[src/rtl/imem_arbiter.sv]
// rtl/imem_arbiter.sv - round-robin instruction memory arbiter with one-entry last-fetch buffer

module imem_arbiter #(
    parameter int ADDR_BITS     = 8,
    parameter int DATA_BITS     = 16,
    parameter int NUM_CONSUMERS = 2
) (
    input  logic                                      clk,
    input  logic                                      reset,
    input  logic                                      flush,
    input  logic [NUM_CONSUMERS-1:0]                  consumer_read_request,
    input  logic [NUM_CONSUMERS-1:0][ADDR_BITS-1:0]   consumer_read_address,
    output logic [NUM_CONSUMERS-1:0]                  consumer_read_ready,
    output logic [NUM_CONSUMERS-1:0][DATA_BITS-1:0]   consumer_read_data,
    output logic                                      mem_read_request,
    output logic [ADDR_BITS-1:0]                      mem_read_address,
    input  logic                                      mem_read_ready,
    input  logic [DATA_BITS-1:0]                      mem_read_data
);

    localparam int GW = (NUM_CONSUMERS > 1) ? $clog2(NUM_CONSUMERS) : 1;

    typedef enum logic [1:0] {
        IDLE    = 2'd0,
        FETCH   = 2'd1,
        RESPOND = 2'd2
    } state_t;

    state_t                                  state_q, state_d;
    logic [GW-1:0]                           grant_q, grant_d;
    logic [GW-1:0]                           rr_q, rr_d;
    logic [ADDR_BITS-1:0]                    addr_q, addr_d;
    logic                                    buf_valid_q, buf_valid_d;
    logic [ADDR_BITS-1:0]                    buf_addr_q, buf_addr_d;
    logic [DATA_BITS-1:0]                    buf_data_q, buf_data_d;
    logic                                    mem_req_q, mem_req_d;
    logic [ADDR_BITS-1:0]                    mem_addr_q, mem_addr_d;
    logic [NUM_CONSUMERS-1:0]                ready_q, ready_d;
    logic [NUM_CONSUMERS-1:0][DATA_BITS-1:0] data_q, data_d;

    logic                                    found;
    logic [GW-1:0]                           pick;
    logic [GW-1:0]                           cand;
    logic [ADDR_BITS-1:0]                    pick_addr;
    logic [GW-1:0]                           rr_after_grant;

    // Round-robin search: first requester at or after rr_q, wrapping.
    always_comb begin
        found = 1'b0;
        pick  = '0;
        cand  = '0;
        for (int i = 0; i < NUM_CONSUMERS; i++) begin
            cand = GW'((int'(rr_q) + i) % NUM_CONSUMERS);
            if (!found && consumer_read_request[cand]) begin
                found = 1'b1;
                pick  = cand;
            end
        end
    end

    assign pick_addr      = consumer_read_address[pick];
    assign rr_after_grant = (grant_q == GW'(NUM_CONSUMERS - 1)) ? '0 : grant_q + GW'(1);

    // Next-state and registered-output computation for the arbitration FSM.
    always_comb begin
        state_d     = state_q;
        grant_d     = grant_q;
        rr_d        = rr_q;
        addr_d      = addr_q;
        buf_valid_d = buf_valid_q;
        buf_addr_d  = buf_addr_q;
        buf_data_d  = buf_data_q;
        mem_req_d   = mem_req_q;
        mem_addr_d  = mem_addr_q;
        ready_d     = ready_q;
        data_d      = data_q;

        unique case (state_q)
            IDLE: begin
                if (found) begin
                    grant_d = pick;
                    addr_d  = pick_addr;
                    // A flush in the grant cycle must not let stale data hit.
                    if (buf_valid_q && !flush && (pick_addr == buf_addr_q)) begin
                        state_d = RESPOND;
                    end else begin
                        state_d    = FETCH;
                        mem_req_d  = 1'b1;
                        mem_addr_d = pick_addr;
                    end
                end
            end
            FETCH: begin
                if (mem_read_ready) begin
                    buf_data_d  = mem_read_data;
                    buf_addr_d  = addr_q;
                    buf_valid_d = 1'b1;
                    mem_req_d   = 1'b0;
                    state_d     = RESPOND;
                end
            end
            RESPOND: begin
                if (consumer_read_request[grant_q]) begin
                    ready_d[grant_q] = 1'b1;
                    data_d[grant_q]  = buf_data_q;
                end else begin
                    ready_d[grant_q] = 1'b0;
                    rr_d             = rr_after_grant;
                    state_d          = IDLE;
                end
            end
            default: begin
                state_d = IDLE;
            end
        endcase

        // Flush wins over a coincident fill; the word is still delivered.
        if (flush) begin
            buf_valid_d = 1'b0;
        end
    end

    // State register; reset abandons any in-flight fetch.
    always_ff @(posedge clk or negedge reset) begin
        if (!reset) begin
            state_q     <= IDLE;
            grant_q     <= '0;
            rr_q        <= '0;
            addr_q      <= '0;
            buf_valid_q <= 1'b0;
            buf_addr_q  <= '0;
            buf_data_q  <= '0;
            mem_req_q   <= 1'b0;
            mem_addr_q  <= '0;
            ready_q     <= '0;
            data_q      <= '0;
        end else begin
            state_q     <= state_d;
            grant_q     <= grant_d;
            rr_q        <= rr_d;
            addr_q      <= addr_d;
            buf_valid_q <= buf_valid_d;
            buf_addr_q  <= buf_addr_d;
            buf_data_q  <= buf_data_d;
            mem_req_q   <= mem_req_d;
            mem_addr_q  <= mem_addr_d;
            ready_q     <= ready_d;
            data_q      <= data_d;
        end
    end

    assign consumer_read_ready = ready_q;
    assign consumer_read_data  = data_q;
    assign mem_read_request    = mem_req_q;
    assign mem_read_address    = mem_addr_q;

endmodule

[config.mk]
export PLATFORM = sky130hd
export DESIGN_NAME = imem_arbiter
export DESIGN_NICKNAME = d
export VERILOG_FILES = /design/src/rtl/imem_arbiter.sv
export SDC_FILE = /design/constraint.sdc
export NUM_CORES = 1
export LEC_CHECK = 0
export CAP_MARGIN = 25
export CORE_ASPECT_RATIO = 0.75
export CORE_UTILIZATION = 44
export CTS_BUF_LIST = sky130_fd_sc_hd__clkbuf_4
export DETAILED_ROUTE_END_ITERATION = 6
export PLACE_DENSITY = 0.75
export SYNTH_ARGS = -nofsm -noshare
export SYNTH_HDL_FRONTEND = slang
export SYNTH_SLANG_ARGS = --single-unit
[constraint.sdc]
create_clock -name clk -period 2 [get_ports clk]
set_input_delay 0.3 -clock clk [delete_from_list [all_inputs] [get_ports clk]]
set_output_delay 0.3 -clock clk [all_outputs]
set_load 0.02 [all_outputs]
==> flow_summary.ini, run 1 <==
[sta]
worst-slew-pin-transition_ns = 0.6290
clock_skew_ns = 0.009915
timing.hold.ws_ns = 0.4399
slew_headroom_pct = 58.07
rsz0062_at_grt = yes
tns_ns = 0
fin_crit_sh_pct = 99.15
timing_hold_violations_final = 0
period_needed_ns = 1.983
setup_viol_count_final = 0
slew_viol_final = 0
fmax_mhz = 504.3
setup_slack_ns = 0.01702

[grt]
busiest_layer = met2
met3_usage_pct = 5.586
grt_max_degree = 50
grt_util_all_layers_pct = 19.20
grt_overflow = 0
grt_pass1_vias = 2293
antenna_found_initial = 0
met2_usage_pct = 29.27
met1_usage_pct = 26.46
grt_pass1_wl_mm = 11.56

[synth]
asyncSetResetFlopFracSynth_pct = 100.0
synth_top_area_share_pct = 59.30
synthDistinctLibCells = 40
seq_area_frac_synth_pct = 59.30
synth_edf_count = 0
ys.flop_type = dfrtp_1
mappedNetlistArea_um2 = 3376
yosys_warnings = 0
syn_inst = 252
synth_fp_nets = 290
synth_area_leaders = dfrtp_1 59%, mux2_2 19%, mux2i_1 3.6%
synth_area_leader_cell = dfrtp_1
syn_avg_cell_area_um2 = 13.40
synth-seq-cells = 80

[min_path]
hp-class = in2async

[drt]
post-route-drc-count = 0
drt_wl_total_mm = 6.921
vias = 2279
wl_per_cell_um = 14.85
vias_per_cell = 4.891
ant_nets = 0
first_pass_iters = 4
drt-initial-drc-count = 99

[pwr]
p_per_area_nw_per_um2 = 1544
irDropWorstVdd_uv = 755.5
p_int_w = 0.004802
p_sw_w = 0.002441
sequentialPowerShare_pct = 40.3
clkPwrFrac_pct = 16.3
p_leak_nw = 2.094
p_sw_share_pct = 33.70
combPwrFrac_pct = 43.4

[cts]
worstSkewPairLatency_ns = 0.41
numCtsBuffers = 9
clockBufferDepth = 2
htreeDepth = 3
cts.sinks = 80
root_buffer = clkbuf_4
clkTransAtPathRegs_ns = 0.12
cts_tree = yes

[die]
die_h_um = 77.86
initial_core_util_pct = 45.63
fp-row-count = 27
dieArea_um2 = 8030
io_pins = 81
die_x_um = 103.1
core_area_um2 = 7398

[place]
dp_slack_ns = -0.3228
place.gp.congestion = 0.8199
place_hpwl_mm = 4.971
place.port_buffers = 80

[critical_path]
required_ns = 2.30
arrival_ns = 2.29
cp_max_fo = 6
end_kind = flop
path_class = reg2reg
worstSetupStartpointType = flop
rrSetupSlack_ns = 0.02

[final_layout]
layout_common_cells = 79 x dfrtp_1, 79 x clkdlybuf4s50_1, 57 x mux2_2, 24 x buf_4, 16 x nand2_1
multi_input_area_um2 = 1282
num_antenna_cells = 0
drive_gt1_share_pct = 30.68
area_delta_synth_final_pct = 38.95
seqCellArea_um2 = 2003
nFillCells = 585
layout.nets = 398

[run_status]
status = completed

[flow_run]
max_cap_viol_count = 0
-- power groups by stage --
stage               Sequential, W  Combinational (W)  Clock [W]
floorplan                 0.00335            0.00129          0
global placement          0.00292            0.00308          0
detailed placement        0.00295            0.00314          0
CTS                       0.00292            0.00316    0.00122
global route              0.00304            0.00337    0.00130
finish                    0.00292            0.00315    0.00118
-- flip-flops by register name, summed over array words and instances (netlist names), named ones only --
name and flops:
consumer_read_data 32, mem_read_request 1, state_q 2, buf_data_q 16
rr_q 1, buf_valid_q 1, buf_addr_q 8, grant_q 1
mem_read_address 8, addr_q 8
-- worst paths after layout --
kind / startpoint / end / cells past startpoint
min in group clk: flush / buf_valid_q / 2
worst min register to register: addr_q[4] / addr_q[4] / 2
worst max register to register: rr_q / mem_read_address[3] / 7
worst max-delay path: rr_q / mem_read_address[3] / 7
max in group asynchronous: reset / buf_data_q[2] / 3
worst min-delay path: reset / consumer_read_data[26] / 2
-- critical path, cell delays in order, from the launching register on --
cell      delay [ns]
dfrtp_1         0.41
nand2b_4        0.17
and2_4          0.19
mux2i_2         0.16
a221oi_2        0.32
a31oi_1         0.15
buf_4           0.18
mux2_4          0.30
-- stage by stage --
stage / instances / instance area (um^2) / util (%) / power, W
global route: 466 / 4691 / 63.40 / 0.007707
detailed placement: 446 / 4447 / 60.10 / 0.006085
floorplan: 252 / 3376 / - / 0.004640
CTS: 464 / 4658 / 62.96 / 0.007302
finish: 466 / 4691 / 63.40 / 0.007243
global placement: 446 / 4447 / 60.10 / 0.005992
-- timing repair --
item / CTS / global route
hold buffers: 1 / 0
buffers inserted: 1 / 2
endpoints found under the setup margin: 1 / 7
hold endpoints to repair: 48 / 0
resized for setup: 1 / 4
pin swaps: 1 / 2
cloned: 0 / 0
-- synthesized netlist by cell type (2+ instances only) --
master,number
a31oi_1,2
a221oi_1,2
nor2_1,8
o21ai_0,12
nand3_1,2
mux2i_1,12
dfrtp_1,80
inv_1,15
xnor2_1,2
o211ai_1,2
nand2b_1,4
a21oi_1,3
nand2_1,16
mux2_2,57
clkbuf_1,5
xor2_1,3
buf_2,2
and2_1,3
-- final cells by class --
type                    instances  area share (%)
clock buffers                  10           1.600
clock inverters                 6           2.267
repair buffers                107           22.19
inverters                      15           1.200
well taps                     101           2.694
flip-flops and latches         80           42.70
multi-input cells             147           27.34
-- kinds of logic after synthesis --
kind of cell              synth area share (%)
DFF                                      59.30
muxes                                    23.42
and+or+nand+nor                          6.153
AOI/OAI and AO/OA                        6.264
buffers and inverters                    3.558
xor gates and xnor gates                 1.297
-- layer usage --
metal | vias up | wire (um)
met5 | - | 0
met4 | 0 | 76
met3 | 9 | 273
met2 | 55 | 3229
met1 | 1130 | 3341
li1 | 1085 | -
(Power assumes the default switching activity.)
==> run 2: changes to the inputs <==
--- a/config.mk
+++ b/config.mk
@@ -5,7 +5,7 @@
 export SDC_FILE = /design/constraint.sdc
 export NUM_CORES = 1
 export LEC_CHECK = 0
-export CAP_MARGIN = 25
+export CAP_MARGIN = 20
 export CORE_ASPECT_RATIO = 0.75
 export CORE_UTILIZATION = 44
 export CTS_BUF_LIST = sky130_fd_sc_hd__clkbuf_4
==> results of run 2 <==
No change in the layout: final DEF, timing and power equal those of run 1.
==> run 3: changes to the inputs <==
--- a/config.mk
+++ b/config.mk
@@ -5,6 +5,7 @@
 export SDC_FILE = /design/constraint.sdc
 export NUM_CORES = 1
 export LEC_CHECK = 0
+export ABC_CLOCK_PERIOD_IN_PS = 2000
 export CAP_MARGIN = 20
 export CORE_ASPECT_RATIO = 0.75
 export CORE_UTILIZATION = 44
==> results of run 3 <==
No change in the layout: final DEF, timing and power equal those of run 1.
